<file path="config.mk">
export PLATFORM = sky130hd
export DESIGN_NAME = jsilicon_calc_core
export DESIGN_NICKNAME = d
export VERILOG_FILES = /design/src/rtl/jsilicon_pkg.sv /design/src/rtl/jsilicon_uart_tx.sv /design/src/rtl/jsilicon_calc_core.sv
export SDC_FILE = /design/constraint.sdc
export NUM_CORES = 1
export LEC_CHECK = 0
export CAP_MARGIN = 20
export CORE_UTILIZATION = 45
export CTS_CLUSTER_SIZE = 30
export DETAILED_ROUTE_END_ITERATION = 6
export GPL_TIMING_DRIVEN = 0
export PLACE_DENSITY = 0.67
export SLEW_MARGIN = 5
export SYNTH_ARGS = -nofsm -noshare
export SYNTH_HDL_FRONTEND = slang
export SYNTH_SLANG_ARGS = --single-unit
</file>
<file path="constraint.sdc">
create_clock -name clock -period 30.4 [get_ports clock]
set_input_delay 3.04 -clock clock [delete_from_list [all_inputs] [get_ports clock]]
set_output_delay 3.04 -clock clock [all_outputs]
set_load 0.01 [all_outputs]
</file>
<file path="src/rtl/jsilicon_pkg.sv">
// Shared definitions for the parametrised calculator core: opcodes,
// controller state encoding and UART 8N1 frame constants.
package jsilicon_pkg;

    localparam logic [2:0] OP_ADD = 3'd0;
    localparam logic [2:0] OP_SUB = 3'd1;
    localparam logic [2:0] OP_MUL = 3'd2;
    localparam logic [2:0] OP_AND = 3'd3;
    localparam logic [2:0] OP_OR  = 3'd4;
    localparam logic [2:0] OP_XOR = 3'd5;
    localparam logic [2:0] OP_SHL = 3'd6;
    localparam logic [2:0] OP_DIV = 3'd7;

    typedef enum logic [1:0] {
        ST_IDLE = 2'd0,
        ST_EXEC = 2'd1,
        ST_SEND = 2'd2
    } state_t;

    localparam logic UART_START = 1'b0;
    localparam logic UART_STOP  = 1'b1;
    localparam int   FRAME_BITS = 10;

    // Number of bytes needed to carry a 2*width-bit result.
    function automatic int result_bytes(input int width);
        return (2 * width) / 8;
    endfunction

endpackage

</file>
<file path="src/rtl/jsilicon_uart_tx.sv">
// 8N1 UART transmitter. A new frame is loaded when idle, or directly on
// the last cycle of a stop bit so consecutive frames run without a gap.
module jsilicon_uart_tx
    import jsilicon_pkg::*;
#(
    parameter int CLKS_PER_BIT = 434
) (
    input  logic       clock,
    input  logic       reset,
    input  logic       tx_start,
    input  logic [7:0] tx_data,
    output logic       tx,
    output logic       tx_done
);

    localparam int CNT_W = $clog2(CLKS_PER_BIT);
    localparam int BIT_W = $clog2(FRAME_BITS);

    logic                  active_reg;
    logic [CNT_W-1:0]      cnt_reg;
    logic [BIT_W-1:0]      bit_reg;
    logic [FRAME_BITS-1:0] shift_reg;
    logic                  tx_reg;

    logic bit_end;
    logic frame_end;
    logic load;

    assign bit_end   = active_reg && (cnt_reg == CNT_W'(CLKS_PER_BIT - 1));
    assign frame_end = bit_end && (bit_reg == BIT_W'(FRAME_BITS - 1));
    assign load      = tx_start && (!active_reg || frame_end);

    // Bit timer, bit counter and frame shifter; tx is driven straight from a flop.
    always_ff @(posedge clock) begin
        if (reset) begin
            active_reg <= 1'b0;
            cnt_reg    <= '0;
            bit_reg    <= '0;
            shift_reg  <= '1;
            tx_reg     <= UART_STOP;
        end else if (load) begin
            active_reg <= 1'b1;
            cnt_reg    <= '0;
            bit_reg    <= '0;
            shift_reg  <= {UART_STOP, tx_data, UART_START};
            tx_reg     <= UART_START;
        end else if (frame_end) begin
            active_reg <= 1'b0;
            cnt_reg    <= '0;
            bit_reg    <= '0;
            tx_reg     <= UART_STOP;
        end else if (bit_end) begin
            cnt_reg    <= '0;
            bit_reg    <= bit_reg + 1'b1;
            shift_reg  <= {UART_STOP, shift_reg[FRAME_BITS-1:1]};
            tx_reg     <= shift_reg[1];
        end else if (active_reg) begin
            cnt_reg    <= cnt_reg + 1'b1;
        end
    end

    assign tx      = tx_reg;
    assign tx_done = frame_end;

endmodule

</file>
<file path="src/rtl/jsilicon_calc_core.sv">
// Parametrised calculator core: one command per handshake, registered
// 2*WIDTH-bit result, divide-by-zero flag, result streamed LSB byte first
// over 8N1 UART.
module jsilicon_calc_core
    import jsilicon_pkg::*;
#(
    parameter int WIDTH        = 8,
    parameter int CLKS_PER_BIT = 434
) (
    input  logic               clock,
    input  logic               reset,
    input  logic               ena,
    input  logic               cmd_valid,
    output logic               cmd_ready,
    input  logic [WIDTH-1:0]   a,
    input  logic [WIDTH-1:0]   b,
    input  logic [2:0]         opcode,
    output logic [2*WIDTH-1:0] result,
    output logic               result_valid,
    output logic               err,
    output logic               busy,
    output logic               tx
);

    localparam int RES_W  = 2 * WIDTH;
    localparam int NBYTES = result_bytes(WIDTH);
    localparam int IDX_W  = (NBYTES > 1) ? $clog2(NBYTES) : 1;
    localparam int SH_W   = $clog2(RES_W);

    state_t state_reg;
    state_t state_next;

    logic [WIDTH-1:0] a_reg;
    logic [WIDTH-1:0] b_reg;
    logic [2:0]       op_reg;

    logic [RES_W-1:0] result_reg;
    logic             result_valid_reg;
    logic             err_reg;
    logic [RES_W-1:0] alu_result;
    logic             alu_err;

    logic [IDX_W-1:0] byte_idx_reg;
    logic [IDX_W-1:0] idx_sel;
    logic [7:0]       res_bytes [NBYTES];
    logic [7:0]       tx_data;

    logic accept;
    logic tx_start;
    logic tx_done;
    logic last_byte;

    // Ready is withheld during reset so the reset cycle never looks acceptable.
    assign cmd_ready = (state_reg == ST_IDLE) && ena && !reset;
    assign accept    = cmd_valid && cmd_ready;
    assign last_byte = (byte_idx_reg == IDX_W'(NBYTES - 1));

    // Controller state register.
    always_ff @(posedge clock) begin
        if (reset) begin
            state_reg <= ST_IDLE;
        end else begin
            state_reg <= state_next;
        end
    end

    // Next state and UART request; the request drops on the final frame's last cycle.
    always_comb begin
        state_next = state_reg;
        tx_start   = 1'b0;
        case (state_reg)
            ST_IDLE: begin
                if (accept) begin
                    state_next = ST_EXEC;
                end
            end
            ST_EXEC: begin
                state_next = ST_SEND;
            end
            ST_SEND: begin
                tx_start = !(tx_done && last_byte);
                if (tx_done && last_byte) begin
                    state_next = ST_IDLE;
                end
            end
            default: begin
                state_next = ST_IDLE;
            end
        endcase
    end

    // Operand capture on the accepting edge.
    always_ff @(posedge clock) begin
        if (reset) begin
            a_reg  <= '0;
            b_reg  <= '0;
            op_reg <= OP_ADD;
        end else if (accept) begin
            a_reg  <= a;
            b_reg  <= b;
            op_reg <= opcode;
        end
    end

    // Combinational ALU on zero-extended operands, all results mod 2^RES_W.
    always_comb begin
        logic [RES_W-1:0] a_ext;
        logic [RES_W-1:0] b_ext;
        a_ext      = {{WIDTH{1'b0}}, a_reg};
        b_ext      = {{WIDTH{1'b0}}, b_reg};
        alu_result = '0;
        alu_err    = 1'b0;
        case (op_reg)
            OP_ADD: alu_result = a_ext + b_ext;
            OP_SUB: alu_result = a_ext - b_ext;
            OP_MUL: alu_result = a_ext * b_ext;
            OP_AND: alu_result = a_ext & b_ext;
            OP_OR:  alu_result = a_ext | b_ext;
            OP_XOR: alu_result = a_ext ^ b_ext;
            OP_SHL: alu_result = a_ext << b_reg[SH_W-1:0];
            OP_DIV: begin
                if (b_reg == '0) begin
                    alu_result = '1;
                    alu_err    = 1'b1;
                end else begin
                    alu_result = a_ext / b_ext;
                end
            end
            default: alu_result = '0;
        endcase
    end

    // Result register stage: loaded once in EXEC, held until the next command.
    always_ff @(posedge clock) begin
        if (reset) begin
            result_reg       <= '0;
            result_valid_reg <= 1'b0;
            err_reg          <= 1'b0;
        end else begin
            result_valid_reg <= (state_reg == ST_EXEC);
            if (state_reg == ST_EXEC) begin
                result_reg <= alu_result;
                err_reg    <= alu_err;
            end else if (accept) begin
                err_reg    <= 1'b0;
            end
        end
    end

    // Byte index walks 0..NBYTES-1, advancing on each completed frame.
    always_ff @(posedge clock) begin
        if (reset) begin
            byte_idx_reg <= '0;
        end else if (state_reg != ST_SEND) begin
            byte_idx_reg <= '0;
        end else if (tx_done) begin
            byte_idx_reg <= last_byte ? '0 : byte_idx_reg + 1'b1;
        end
    end

    // On a frame boundary the transmitter reloads immediately, so present the next byte.
    assign idx_sel = (tx_done && !last_byte) ? byte_idx_reg + 1'b1 : byte_idx_reg;

    for (genvar gi = 0; gi < NBYTES; gi++) begin : g_bytes
        assign res_bytes[gi] = result_reg[gi*8 +: 8];
    end

    assign tx_data = res_bytes[idx_sel];

    jsilicon_uart_tx #(
        .CLKS_PER_BIT (CLKS_PER_BIT)
    ) u_uart_tx (
        .clock    (clock),
        .reset    (reset),
        .tx_start (tx_start),
        .tx_data  (tx_data),
        .tx       (tx),
        .tx_done  (tx_done)
    );

    assign result       = result_reg;
    assign result_valid = result_valid_reg;
    assign err          = err_reg;
    assign busy         = (state_reg != ST_IDLE);

endmodule
</file>
==> key figures <==
Flow run
  – Max-cap violations: 0

Floorplan
  – Placeable Area: 24500 sq um
  – Die area: 25900 sq um
  – Initial Util: 0.463
  – Chip width: 161 um
  – FP Rows: 57
  – Die Span Y: 161 um
  – I/O pin cnt: 44

STA
  – Final setup vio count: 0
  – Worst-Margin Slew: 1.03 ns
  – Fmax: 0.0345 GHz
  – Final hold violation count: 0
  – Crit share post-route: 0.953
  – Max transition margin: 0.309
  – Worst Clk Skew: 0.00668 ns
  – Pins Over Slew Limit: 0
  – Final Critical Period: 28.99 ns
  – TNS Setup: 0 ns

Setup path
  – Worst R2R Start: a_reg[3]
  – Buffers plus inverters on the worst setup path: 11
  – Worst setup SP type: flip-flop
  – Crit. Startpoint: a_reg[3]
  – Worst-path fanout max: 10
  – Most frequent CP cell: o21a_1
  – Worst path top cell family by delay: compound AO/OA/AOI/OAI gates
  – Worst path slowest cell: or4b_2
  – Critical path type: flip-flop to flip-flop
  – Crit path arrival time: 29.20 ns
  – Crit. End Element: flip-flop
  – Worst Path Required: 30.62 ns
  – Worst path max stage delay: 0.67 ns

Routing
  – Post-route ant nets: 0
  – Initial drt markers: 744
  – Final wirelength: 33.9 mm
  – Via/cell ratio: 5.90
  – Number of remaining DRC errors: 0
  – Total number of vias: 11.4k
  – Routed WL per cell: 17.6 um
  – First-pass DRT Iterations: 7

Final layout
  – Storage cell area: 1260 sq um
  – Commonest non-fill, non-tap cells in the layout: nor2_1 (167), ha_1 (160), nand2_1 (144), inv_1 (95), a21oi_1 (86)
  – Number of flip-flops in the largest register: 16
  – Most common cell after layout, fill and taps aside: nor2_1
  – Non-Filler Instances: 1928
  – Multi-input logic area: 9890 sq um
  – Layout area overhead: 16.8%
  – Filler cells: 2385
  – Antenna diode instance count: 0
  – Nets: 1827
  – Share of cells above drive strength 1: 0.128
  – Post-layout utilization of the core: 0.541

Synth
  – Post-synthesis adder-cell area fraction: 0.253
  – Mean post-synth cell area: 7.55 sq um
  – Largest cells by area after synthesis: ha_1 (18%), dfxtp_1 (11%), fa_1 (6.7%)
  – Post-synthesis simple-gate area fraction: 0.219
  – Register area share after synthesis: 0.111
  – Top cell type by total area after synthesis: ha_1
  – Synth top area share: 0.184
  – Number of synthesized flops with an enable pin: 0
  – Post-synth ARST share: 0
  – Synth Area in Compound Gates: 0.246
  – Largest family of logic cells by synthesized area: adder cells
  – Syn Inst Count: 1505
  – Ys Warns: 0
  – Synth cell types: 87
  – Top FF cell, synth: dfxtp_1
  – Cell area after synthesis: 11400 sq um
  – Xor and xnor area share after synthesis: 0.0563
  – #FFs+latches synth: 63
  – Mux contribution to synthesized area: 0.0575

Clocking
  – Clk slew on worst S/H paths: 0.06 ns
  – CTS Hold Bufs: 0
  – Worst-case clock buffer depth: 2
  – CTS tree: yes
  – Worst-Skew Late Latency: 0.34 ns
  – Htree depth: 3
  – Root Driver: clkbuf_16
  – Clk sinks: 63
  – TritonCTS buffer count: 9

Placed design
  – GP Congestion: 0.993
  – Inst Count DP: 1878
  – Input/output buffers: 42
  – Post-DP HPWL: 26.4 mm

GRT
  – Vias in the first global route: 10.8k
  – Gr usage total: 0.261
  – Largest net degree at the start of global routing: 29
  – Total congestion overflow: 0
  – First-pass GRT wire length: 54.7 mm
  – Initial antenna violation count: 0

Min path
  – Hold/Removal Path Class: flip-flop to flip-flop
  – Hold Crit Start: u_uart_tx.shift_reg[5]

Outcome
  – Outcome: completed
[worst register-to-register path: cells and delay by family, from the launching register on]
kind / cells / cell delay [ns]
compound gates: 68 / 12.45
simple gates: 43 / 8.79
fa+ha+maj: 15 / 4.29
buf+inv: 11 / 1.93
mux: 3 / 1.10
flops: 1 / 0.33
[cells in the mapped netlist, drive strengths merged (4+ instances only)]
library cell    n
a31oi           7
clkbuf         45
buf            18
fa             38
or3             9
or2            11
a21o           24
inv            98
a211oi         15
o21bai         12
mux2           36
a221oi          9
o221ai          4
ha            167
a22oi           5
nand2         145
xnor2          50
nor2          171
nand3b          8
a21oi         104
o21a           44
and3            7
xor2           23
o22ai           6
nand4           9
nor3           51
a211o          11
nand4b          4
dfxtp          63
nand2b         18
nand3          19
o21ai          87
o211ai         23
or4             7
nor2b          22
nor4            7
and2           16
o31a            6
o31ai          29
mux2i          21
a2111oi         5
o211a           5
[routing by layer]
| layer | share of wire | vias to the layer above | track usage |
|---|---|---|---|
| met5 | 0 | - | 0 |
| met4 | 0.026 | 0 | 0.0789 |
| met3 | 0.045 | 53 | 0.0287 |
| met2 | 0.46 | 294 | 0.438 |
| met1 | 0.47 | 5450 | 0.350 |
| li1 | - | 5587 | - |
[per-stage QoR]
stage / setup slack (ns) / hold WS (ns) / area [sq um]
2_1_floorplan: 1.87 / 0.436 / 11400
3_3_place_gp: -3.29 / 0.445 / 12200
3_5_place_dp: -3.60 / 0.451 / 12200
4_1_cts: 0.0947 / 0.464 / 12700
5_1_grt: -0.173 / 0.472 / 13300
6_report: 1.41 / 0.463 / 13300
[final timing paths]
path              cells after the start                     end  slack [ns]
setup / recovery                    140               result[0]        1.41
hold / removal                        1  u_uart_tx.shift_reg[5]        0.46
setup reg to reg                    140               result[0]        1.41
hold reg to reg                       1  u_uart_tx.shift_reg[5]        0.46
[final cells by class]
cell class | count | area share
multi-input combinational | 1285 | 0.745
clock buffer | 9 | 0.0170
clock inverter | 7 | 0.00773
timing repair buffer | 79 | 0.0526
tap | 324 | 0.0305
buffer | 60 | 0.0231
inverter | 101 | 0.0289
sequential | 63 | 0.0951
[what timing repair did]
action	in CTS	in global routing
pin swaps	6	23
resized for setup	38	77
buffers inserted	8	29
setup endpoints to repair	2	2
[cell families (layout without fill, tap and decap cells)]
family | Yosys count | after routing
xor gates and xnor gates | 73 | 73
muxes | 58 | 58
DFF | 63 | 63
other | 1 | 8
AOI/OAI and AO/OA | 421 | 421
adders and majority gates | 207 | 207
buffers and inverters | 164 | 256
and+or+nand+nor | 518 | 518
Power is not shown: default switching activity piles up to over one toggle a cycle in this logic, so the estimate is an artifact.
